===== src/rtl/life_pkg.sv =====
// Shared types and constants for the Game-of-Life generation stepper.
// Used by life_word_eval and life_stepper.
package life_pkg;

    typedef enum logic [2:0] {
        ST_IDLE,
        ST_PRIME,
        ST_RD0,
        ST_RD1,
        ST_RD2,
        ST_CAP,
        ST_WR,
        ST_FIN
    } state_e;

    typedef logic [3:0] nbr_cnt_t;
    typedef logic [8:0] rule_mask_t;

    // Bit n of a mask is the outcome for a cell with n live neighbours.
    localparam rule_mask_t BIRTH_DEFAULT   = 9'b000001000;
    localparam rule_mask_t SURVIVE_DEFAULT = 9'b000001100;

endpackage


===== src/rtl/life_word_eval.sv =====
// Combinational next-generation evaluator for one board word, given the
// 3x3 word window around it (rows above/current/below, words left/centre/right).
module life_word_eval
    import life_pkg::*;
#(
    parameter int LINE_WIDTH = 8
) (
    input  logic [LINE_WIDTH-1:0] left_in   [3],
    input  logic [LINE_WIDTH-1:0] centre_in [3],
    input  logic [LINE_WIDTH-1:0] right_in  [3],
    input  rule_mask_t            birth_mask_in,
    input  rule_mask_t            survive_mask_in,
    output logic [LINE_WIDTH-1:0] next_word_out
);

    // Each row extended by the seam cell on either side: ext[0] is the left
    // word's MSB, ext[LINE_WIDTH+1] is the right word's LSB.
    logic [LINE_WIDTH+1:0] ext [3];

    for (genvar rr = 0; rr < 3; rr++) begin : g_row
        assign ext[rr] = {right_in[rr][0], centre_in[rr], left_in[rr][LINE_WIDTH-1]};
    end

    for (genvar i = 0; i < LINE_WIDTH; i++) begin : g_cell
        nbr_cnt_t n;
        assign n = nbr_cnt_t'(ext[0][i]) + nbr_cnt_t'(ext[0][i+1]) + nbr_cnt_t'(ext[0][i+2])
                 + nbr_cnt_t'(ext[1][i])                           + nbr_cnt_t'(ext[1][i+2])
                 + nbr_cnt_t'(ext[2][i]) + nbr_cnt_t'(ext[2][i+1]) + nbr_cnt_t'(ext[2][i+2]);
        assign next_word_out[i] = centre_in[1][i] ? survive_mask_in[n] : birth_mask_in[n];
    end

endmodule


===== src/rtl/life_stepper.sv =====
// One Game-of-Life generation per start pulse over a ping-pong board RAM (toroidal board).
// Define LIFE_RULE_CFG_EN to add birth/survive mask ports; otherwise the rule is fixed B3/S23.
module life_stepper
    import life_pkg::*;
#(
    parameter int ADDR_SIZE     = 32,
    parameter int LINE_WIDTH    = 8,
    parameter int BOARD_W_WORDS = 80,
    parameter int BOARD_H       = 480
) (
    input  logic                  clk_in,
    input  logic                  rst_n_in,
    input  logic                  start_in,
    input  logic [LINE_WIDTH-1:0] data_r_in,
`ifdef LIFE_RULE_CFG_EN
    input  rule_mask_t            birth_mask_in,
    input  rule_mask_t            survive_mask_in,
`endif
    output logic [ADDR_SIZE-1:0]  addr_r_out,
    output logic [ADDR_SIZE-1:0]  addr_w_out,
    output logic [LINE_WIDTH-1:0] data_w_out,
    output logic                  we_out,
    output logic                  busy_out,
    output logic                  done_out,
    output logic                  buf_sel_out
);

    typedef logic [ADDR_SIZE-1:0]  addr_t;
    typedef logic [LINE_WIDTH-1:0] word_t;

    localparam addr_t ONE        = addr_t'(1);
    localparam addr_t W          = addr_t'(BOARD_W_WORDS);
    localparam addr_t LAST_ROW   = addr_t'(BOARD_H - 1);
    localparam addr_t BANK_WORDS = addr_t'(BOARD_W_WORDS * BOARD_H);

    state_e     state_q, state_d;
    addr_t      row_q, row_d, col_q, col_d;
    addr_t      prev_base_q, prev_base_d, cur_base_q, cur_base_d, next_base_q, next_base_d;
    logic [2:0] prime_cnt_q, prime_cnt_d;
    addr_t      addr_r_q, addr_r_d, addr_w_q, addr_w_d;
    word_t      data_w_q, data_w_d;
    logic       buf_sel_q, buf_sel_d;
    word_t      win_l_q [3], win_l_d [3];
    word_t      win_c_q [3], win_c_d [3];
    word_t      win_r_q [3], win_r_d [3];
    word_t      eval_r [3];
    word_t      next_word;
    addr_t      rd_bank_base, wr_bank_base, col_p1, col_p2;
    addr_t      rd_row [3];
    rule_mask_t birth_mask, survive_mask;

`ifdef LIFE_RULE_CFG_EN
    rule_mask_t birth_q, birth_d, survive_q, survive_d;
    assign birth_mask   = birth_q;
    assign survive_mask = survive_q;
`else
    assign birth_mask   = BIRTH_DEFAULT;
    assign survive_mask = SURVIVE_DEFAULT;
`endif

    function automatic addr_t wrap_inc(input addr_t v, input addr_t lim);
        return (v == lim - ONE) ? '0 : v + ONE;
    endfunction

    function automatic addr_t next_row_base(input addr_t b);
        return (b + W == BANK_WORDS) ? '0 : b + W;
    endfunction

    assign rd_bank_base = buf_sel_q ? BANK_WORDS : '0;
    assign wr_bank_base = buf_sel_q ? '0 : BANK_WORDS;
    assign rd_row[0]    = rd_bank_base + prev_base_q;
    assign rd_row[1]    = rd_bank_base + cur_base_q;
    assign rd_row[2]    = rd_bank_base + next_base_q;
    assign col_p1       = wrap_inc(col_q, W);
    assign col_p2       = wrap_inc(col_p1, W);

    // The bottom-right word arrives in CAP; bypass it so the result can be registered for WR.
    assign eval_r = '{win_r_q[0], win_r_q[1], data_r_in};

    life_word_eval #(.LINE_WIDTH(LINE_WIDTH)) u_eval (
        .left_in        (win_l_q),
        .centre_in      (win_c_q),
        .right_in       (eval_r),
        .birth_mask_in  (birth_mask),
        .survive_mask_in(survive_mask),
        .next_word_out  (next_word)
    );

    always_comb begin
        // NOTE: every _d gets its hold value first, so no branch can infer a latch.
        state_d     = state_q;
        row_d       = row_q;
        col_d       = col_q;
        prev_base_d = prev_base_q;
        cur_base_d  = cur_base_q;
        next_base_d = next_base_q;
        prime_cnt_d = prime_cnt_q;
        addr_r_d    = addr_r_q;
        addr_w_d    = addr_w_q;
        data_w_d    = data_w_q;
        buf_sel_d   = buf_sel_q;
        win_l_d     = win_l_q;
        win_c_d     = win_c_q;
        win_r_d     = win_r_q;
`ifdef LIFE_RULE_CFG_EN
        birth_d     = birth_q;
        survive_d   = survive_q;
`endif
        unique case (state_q)
            ST_IDLE: if (start_in) begin
                state_d     = ST_PRIME;
                row_d       = '0;
                col_d       = '0;
                prime_cnt_d = '0;
                prev_base_d = BANK_WORDS - W;
                cur_base_d  = '0;
                next_base_d = next_row_base('0);
                addr_r_d    = rd_bank_base + BANK_WORDS - ONE;  // row H-1, word W-1
`ifdef LIFE_RULE_CFG_EN
                birth_d     = birth_mask_in;
                survive_d   = survive_mask_in;
`endif
            end
            ST_PRIME: begin
                unique case (prime_cnt_q)
                    3'd1:    win_l_d[0] = data_r_in;
                    3'd2:    win_l_d[1] = data_r_in;
                    3'd3:    win_l_d[2] = data_r_in;
                    3'd4:    win_c_d[0] = data_r_in;
                    3'd5:    win_c_d[1] = data_r_in;
                    3'd6:    win_c_d[2] = data_r_in;
                    default: ;
                endcase
                unique case (prime_cnt_q)
                    3'd0:    addr_r_d = rd_row[1] + W - ONE;
                    3'd1:    addr_r_d = rd_row[2] + W - ONE;
                    3'd2:    addr_r_d = rd_row[0];
                    3'd3:    addr_r_d = rd_row[1];
                    3'd4:    addr_r_d = rd_row[2];
                    3'd6:    addr_r_d = rd_row[0] + col_p1;
                    default: ;
                endcase
                if (prime_cnt_q == 3'd6) state_d = ST_RD0;
                else                     prime_cnt_d = prime_cnt_q + 3'd1;
            end
            ST_RD0: begin
                addr_r_d = rd_row[1] + col_p1;
                state_d  = ST_RD1;
            end
            ST_RD1: begin
                win_r_d[0] = data_r_in;
                addr_r_d   = rd_row[2] + col_p1;
                state_d    = ST_RD2;
            end
            ST_RD2: begin
                win_r_d[1] = data_r_in;
                state_d    = ST_CAP;
            end
            ST_CAP: begin
                win_r_d[2] = data_r_in;
                data_w_d   = next_word;
                addr_w_d   = wr_bank_base + cur_base_q + col_q;
                state_d    = ST_WR;
            end
            ST_WR: begin
                win_l_d = win_c_q;
                win_c_d = win_r_q;
                if (col_q != W - ONE) begin
                    col_d    = col_p1;
                    addr_r_d = rd_row[0] + col_p2;
                    state_d  = ST_RD0;
                end else if (row_q != LAST_ROW) begin
                    row_d       = row_q + ONE;
                    col_d       = '0;
                    prime_cnt_d = '0;
                    prev_base_d = cur_base_q;
                    cur_base_d  = next_base_q;
                    next_base_d = next_row_base(next_base_q);
                    addr_r_d    = rd_row[1] + W - ONE;  // old current row is the new row above
                    state_d     = ST_PRIME;
                end else begin
                    buf_sel_d = ~buf_sel_q;
                    state_d   = ST_FIN;
                end
            end
            ST_FIN:  state_d = ST_IDLE;
            default: state_d = ST_IDLE;
        endcase
    end

    // NOTE: sequential state uses <= so every flop samples the pre-edge values.
    always_ff @(posedge clk_in or negedge rst_n_in) begin
        if (!rst_n_in) begin
            state_q     <= ST_IDLE;
            row_q       <= '0;
            col_q       <= '0;
            prev_base_q <= '0;
            cur_base_q  <= '0;
            next_base_q <= '0;
            prime_cnt_q <= '0;
            addr_r_q    <= '0;
            addr_w_q    <= '0;
            data_w_q    <= '0;
            buf_sel_q   <= 1'b0;
`ifdef LIFE_RULE_CFG_EN
            birth_q     <= BIRTH_DEFAULT;
            survive_q   <= SURVIVE_DEFAULT;
`endif
        end else begin
            state_q     <= state_d;
            row_q       <= row_d;
            col_q       <= col_d;
            prev_base_q <= prev_base_d;
            cur_base_q  <= cur_base_d;
            next_base_q <= next_base_d;
            prime_cnt_q <= prime_cnt_d;
            addr_r_q    <= addr_r_d;
            addr_w_q    <= addr_w_d;
            data_w_q    <= data_w_d;
            buf_sel_q   <= buf_sel_d;
`ifdef LIFE_RULE_CFG_EN
            birth_q     <= birth_d;
            survive_q   <= survive_d;
`endif
        end
    end

    // NOTE: the window is always refilled by PRIME before it is read, so it carries no reset.
    always_ff @(posedge clk_in) begin
        win_l_q <= win_l_d;
        win_c_q <= win_c_d;
        win_r_q <= win_r_d;
    end

    assign addr_r_out  = addr_r_q;
    assign addr_w_out  = addr_w_q;
    assign data_w_out  = data_w_q;
    assign we_out      = (state_q == ST_WR);
    assign busy_out    = (state_q != ST_IDLE) && (state_q != ST_FIN);
    assign done_out    = (state_q == ST_FIN);
    assign buf_sel_out = buf_sel_q;

endmodule


===== config.mk =====
export PLATFORM = sky130hd
export DESIGN_NAME = life_stepper
export DESIGN_NICKNAME = d
export VERILOG_FILES = /design/src/rtl/life_pkg.sv /design/src/rtl/life_word_eval.sv /design/src/rtl/life_stepper.sv
export SDC_FILE = /design/constraint.sdc
export NUM_CORES = 1
export LEC_CHECK = 0
export ABC_CLOCK_PERIOD_IN_PS = 11100
export CAP_MARGIN = 5
export CORE_MARGIN = 10
export CORE_UTILIZATION = 50
export DETAILED_ROUTE_END_ITERATION = 6
export HOLD_SLACK_MARGIN = 0.15
export PLACE_DENSITY = 0.67
export SLEW_MARGIN = 15
export SYNTH_ARGS = -nofsm -noshare
export SYNTH_HDL_FRONTEND = slang
export SYNTH_SLANG_ARGS = --single-unit

===== constraint.sdc =====
create_clock -name clk_in -period 11.1 [get_ports clk_in]
set_clock_uncertainty 0.2 [all_clocks]
set_input_delay 2.22 -clock clk_in [delete_from_list [all_inputs] [get_ports clk_in]]
set_output_delay 2.22 -clock clk_in [all_outputs]
set_load 0.005 [all_outputs]

# After elaboration in Yosys (flattened, before gate mapping)
# Memories as Yosys holds them, arrays and structs flattened.
# Cells that the tools add are included.
[totals] register_bits=311 rom_bits=256 in_bits=11 wordCells=244 memories=16
[classes] add_sub_neg=76 order_cmp=8 eq_ne=31 mux=70 bitwise_logic=3 n_reduce_logical=20
[memory_table] memory="(no name shown)" words=16 width=1 read_ports=1 rd_clocked_by_memory_dff=0 write_ports=0 line_no="life_word_eval.sv:29" rtl="assign next_word_out[i] = centre_in[1][i] ? survive_mask_in[n] : birth_mask_in[n];"
[memory_table] memory="(no name shown)" words=16 width=1 read_ports=1 rd_clocked_by_memory_dff=0 write_ports=0 line_no="life_word_eval.sv:29"
[memory_table] memory="(no name shown)" words=16 width=1 read_ports=1 rd_clocked_by_memory_dff=0 write_ports=0 line_no="life_word_eval.sv:29"
[memory_table] memory="(no name shown)" words=16 width=1 read_ports=1 rd_clocked_by_memory_dff=0 write_ports=0 line_no="life_word_eval.sv:29"
[memory_table] memory="(no name shown)" words=16 width=1 read_ports=1 rd_clocked_by_memory_dff=0 write_ports=0 line_no="life_word_eval.sv:29"
[memory_table] memory="(no name shown)" words=16 width=1 read_ports=1 rd_clocked_by_memory_dff=0 write_ports=0 line_no="life_word_eval.sv:29"
[memory_table] memory="10 more memories"
[op_table] operator="two-way mux 32 bit" count=19
[op_table] operator="case mux 32 bit (2 select lines)" count=5
[op_table] operator="adder 4 x 1 -> 4 bit" count=48
[op_table] operator="case mux 32 bit (6 select lines)" count=1
[op_table] operator="adder 32 bit" count=5
[op_table] operator="case mux 32 bit (5 select lines)" count=1
[op_table] operator="adder 16 x 32 -> 32 bit" count=4
[op_table] operator="adder 32 x 1 -> 32 bit (second input constant)" count=3
[op_table] operator="adder 32 x 7 -> 32 bit (second input constant)" count=3
[op_table] operator="case mux 24 bit (2 select lines)" count=2
[op_table] operator="equality test 32 x 7 -> 1 bit (second input constant)" count=2
[op_table] operator="subtractor 32 x 1 -> 32 bit (second input constant)" count=2
[op_table] operator="two-way mux 8 bit" count=6
[op_table] operator="< comparator 4 x 5 -> 1 bit (second input constant)" count=8
[op_table] operator="equality test 32 x 16 -> 1 bit (second input constant)" count=1
[op_table] operator="two-way mux 16 bit" count=2
[op_table] operator="inequality test 32 x 7 -> 1 bit (second input constant)" count=1
[op_table] operator="inequality test 32 x 9 -> 1 bit (second input constant)" count=1
[op_table] operator="two-way mux 1 bit" count=24
[op_table] operator="two-way mux 3 bit" count=8
[op_table] operator="case mux 3 bit (8 select lines)" count=1
[op_table] operator="equality test 3 bit (second input constant)" count=7
[op_table] operator="subtractor 17 x 1 -> 18 bit (second input constant)" count=1
[op_table] operator="adder 16 x 16 -> 17 bit (second input constant)" count=1
[op_table] operator="20 further kinds" count=52

# Logic depth before layout (Yosys ltp)
[logic_depth] ltp_word=10 mapped_depth=28 mapped_depth_nobuf=25

# Modules after synthesis
# A second synthesis with hierarchy kept.
[hier_totals] hier_cells=3391 area_unflattened_um2=28423.5
[by_module_without_submodules] module="life_stepper" instances=1 cells_per_inst=3154 area_each_um2=25762.2 seq_area_each_um2=7892.6
[by_module_without_submodules] module="life_word_eval" instances=1 cells_per_inst=237 area_each_um2=2661.3 seq_area_each_um2=0.0

# Least setup slack after synthesis
# Ideal clock, no wire load.
[synth_path] path_type="reg2reg" from="register col_q[1]" to="register addr_r_q[12], in the netlist addr_r_out[12]" setup_time_ps=120 arrival_ps=5837 required_time_ps=10780 setup_slack_ps=4943 stages_incl_launch_ff=29 cell_sequence="dfrtp_1 -> ha_1 -> and3_1 -> buf_2 -> nand2b_1 -> or4_4 -> buf_2 -> buf_1 -> and2_1 -> ha_1 -> o21ai_0 -> nor3_1 -> nand4_1 -> nor4_1 -> nand4_1 -> nor2_1 -> nor2_1 -> ha_1 -> fa_1 -> a211oi_1 -> o21ai_1 -> a21o_1 -> a21o_1 -> a2111oi_0 -> nor2_1 -> xor2_1 -> a211oi_1 -> o211a_1 -> nor3_1"
[synth_via] elab_chain_len=7 word_cells_on_any_way=16 cone_classes="add/sub: 6; eq/ne: 4; mux: 5; reduce/logical: 1"
[synth_rtl] item="from (decl)" line_no="life_stepper.sv:37" rtl="addr_t row_q, row_d, col_q, col_d;"
[synth_rtl] item="from (signal assigned)" line_no="life_stepper.sv:212" rtl="col_q <= col_d;"
[synth_rtl] item="adder 32 x 1 -> 32 bit or equality test 32 x 7 -> 1 bit (tied branches)" line_no="life_stepper.sv:62" rtl="return (v == lim - ONE) ? '0 : v + ONE;"
[synth_rtl] item="two-way mux 32 bit" line_no="life_stepper.sv:62"
[synth_rtl] item="adder 32 x 1 -> 32 bit or equality test 32 x 7 -> 1 bit (tied branches)" line_no="life_stepper.sv:62"
[synth_rtl] item="two-way mux 32 bit" line_no="life_stepper.sv:62"
[synth_rtl] item="adder 32 bit" line_no="life_stepper.sv:170" rtl="addr_r_d = rd_row[0] + col_p2;"
[synth_rtl] item="two-way mux 32 bit" line_no="life_stepper.sv:168" rtl="if (col_q != W - ONE) begin"
[synth_rtl] item="case mux 32 bit (5 select lines)" line_no="life_stepper.sv:109" rtl="unique case (state_q)"
[synth_rtl] item="to (signal assigned)" line_no="life_stepper.sv:217" rtl="addr_r_q <= addr_r_d;"
[synth_rtl] item="to (decl)" line_no="life_stepper.sv:40" rtl="addr_t addr_r_q, addr_r_d, addr_w_q, addr_w_d;"
# Several ways; a longest one is shown, not always the timed one.
# A chain may end at the register's enable or synchronous reset.

# Worst setup path after layout
[layout_path] from="register col_q[0]" to="register addr_r_q[14], in the netlist addr_r_out[14]"
# The elaborated chain is that of the path after synthesis.

==> run metrics <==
status complete, no violations; final hold violations 0; cts repair resizes 0; Final GP Congestion 1.05; Crit Path Class flop to flop; grt met3 use 4.68%; Worst VDD drop about 160 uV; met1 GRT Util 41.2%; number of top-level pins 87; H-tree levels 2; clk root buf clkbuf_16; Reg clk slew, reported paths 60 ps; grt total ovfl 0; FFs w/ async S/R, synth 81.8%; Internal between 2000 and 3000 uW; first-pass GRT wire length about 160000 um; Sw Pwr 2090 uW; number of synthesized flops with an enable pin 51; drt first pass iters 6; Lkg Pwr 0.0126 uW; crit-path max cell delay 810 ps; Post-DP HPWL just over 80000 um; post-synth top area share 21.4%; Seq pwr share 28.8%; synth warn 0; Max Clk Rate 0.125 GHz; crit path max-delay cell type a2111oi_0; CTS tree yes; Least-Margin Pin Slew about 1200 ps; GRT met2 Usage 54.5%; combinational power share 44.1%; CTS Hold Bufs 0; Seq/Total Area, Yosys a little over a quarter; deepest clock path buffer count 3; share of cells above drive strength 1 4.97%; setup bufs post-CTS 0; Core Box Area roughly 0.053 mm2; ANT cells 0; via total after detailed routing 26500; Iter 0 DRT Violations between 2000 and 3000; Final Setup Violations 0; initial antenna violation count 3; die width 251 um; Tcrit/Tclk final 72.0%; DR WL/cell 26.2 um; maxcap violations 0; synthesized area 0.0268 mm2; Sink Count 280; vias in the first global route ~26000; PortBufs 86; endpoint type of the worst setup path flop; placed cell areas 0.0281 mm2; Top cell by count, worst path ha_1; cell count after synthesis 3342; CTS buffer count 37; CP Max Fanout 20; Layout Cells excl Fill 4050; Vias/cell 6.55; DIE HEIGHT 251 um; pwr dens approximately 170 mW/mm2; slew margin rel. ~16%; worst-skew pair later-pin latency roughly 590 ps; total track usage 32.8%; Syn Area/Cell 8.00 um2; Synth Net Count 3594; fin area 0.0294 mm2; count leader, synth nand2_1; busiest grt layer met2; Clk pwr share a little over a quarter; Tmin final ~8000 ps; die area 0.0632 mm2; CP Data Required Time 11310 ps; Final ANT Viol Nets 0; Hold/Removal Path Class flop to flop; synthesis-to-layout area growth 10.1%; DRC Markers 0; Synth area leaders dfrtp_1 21%, ha_1 9.3%, nand2_1 6.5%, edfxtp_1 5.7%, xnor2_1 5.6%; Core Util, Final a little under three fifths; total wire length about 110000 um; Final Net Count 3585; TNS Setup 0 ps; Critical Path Start Type flop; placed cell count 3982; initial core utilization 50.7%; Yosys cell types between 100 and 150; final slew viol count 0; Power, Total 4890 uW; Yosys reg bits 280; top cells by count, synth 460 x nand2_1, 270 x o21ai_0, 269 x nor2_1, 229 x dfrtp_1, 198 x ha_1; Sw Share between 40 and 50%; Cell Rows 84; RSZ-0062 raised after global routing no; filler instances 4930; largest net degree at the start of global routing 166; Worst EP arrival 8210 ps; post-synth top area cell dfrtp_1; Synth Flop Type dfrtp_1
cells by family after synthesis:
logic type / Yosys count / synth area share (%)
buffers and inverters: 346 / 5.14
adder cells (fa/ha/maj): 241 / 12.5
XOR/XNOR: 272 / 8.91
flip-flops: 280 / 27.1
AND/OR/NAND/NOR: 1260 / 23.0
AO/OA/AOI/OAI: 926 / 22.7
multiplexers: 17 / 0.645
power by group through the flow:
stage                     sequential [uW]  clock (uW)  combinational, uW
after floorplan                      1350           0               1220
after global placement               1410           0               2070
after detailed placement             1420           0               2110
after CTS                            1400        1330               2120
after global routing                 1430        1380               2320
final                                1410        1330               2150
worst max-delay path: cells and delay by family (launching register included):
| kind | cells | cell delay [ps] |
|---|---|---|
| AOI/OAI and AO/OA | 9 | 2400 |
| xor gates and xnor gates | 1 | 210 |
| adders and majority gates | 4 | 1370 |
| DFF | 1 | 500 |
| and+or+nand+nor | 11 | 3130 |
registers in the layout, summed over array words and instances (netlist names), 3 cells and up:
signal	flops
addr_r_out	32
addr_w_out	32
col_q	32
cur_base_q	29
data_w_out	8
eval_r	16
next_base_q	28
prev_base_q	29
prime_cnt_q	3
row_q	32
state_q	3
win_c_q	24
win_l_q	3
win_r_q	8
per-layer routing:
layer / vias up / routed length [um]
li1: 12100 / -
met1: 12900 / 42900
met2: 1212 / 50000
met3: 281 / 7650
met4: 2 / 5740
met5: - / 13
final cells by class:
cell class,count,area (um2),share of cell area (%)
clock buffers,46,1010,3.43
clock inverters,22,327,1.11
multi-input cells,2716,18100,61.6
well taps,688,861,2.92
repair buffers,131,1220,4.13
inverters,167,628,2.13
flip-flops and latches,280,7260,24.7
through the flow:
step | worst slack [ps] | hold WS, ps
after detailed placement | 3350 | 261
after global routing | 2580 | 298
after global placement | 3540 | 260
final | 3110 | 277
after CTS | 3350 | 277
after floorplan | 4940 | 250
cells in the final DEF (no fill, tap or decap), drive strengths merged, types with 45 or more instances in the layout:
master / Yosys / routed
clkbuf: 123 / 46
a21oi: 194 / 194
a211oi: 45 / 45
inv: 167 / 168
nor4: 52 / 52
edfxtp: 51 / 51
dfrtp: 229 / 229
xnor2: 171 / 171
a21o: 60 / 60
o21ai: 281 / 281
nor2: 271 / 271
ha: 198 / 198
nand3: 103 / 103
xor2: 101 / 101
nor3: 81 / 81
nand2: 461 / 461
buf: 56 / 46
nand4: 61 / 61
clkdlybuf4s50: 0 / 85
final timing paths:
kind | slack, ps | endpoint | cells after the start | startpoint
worst max register to register | 3110 | addr_r_out[14] | 25 | col_q[0]
worst min register to register | 280 | addr_w_out[26] | 2 | addr_w_out[26]
min in group asynchronous | 1390 | data_w_out[4] | 1 | rst_n_in
max in group asynchronous | 7850 | addr_r_out[29] | 2 | rst_n_in
worst max-delay path | 3110 | addr_r_out[14] | 25 | col_q[0]
worst min-delay path | 280 | addr_w_out[26] | 2 | addr_w_out[26]
Power figures use the tool's default switching activity.
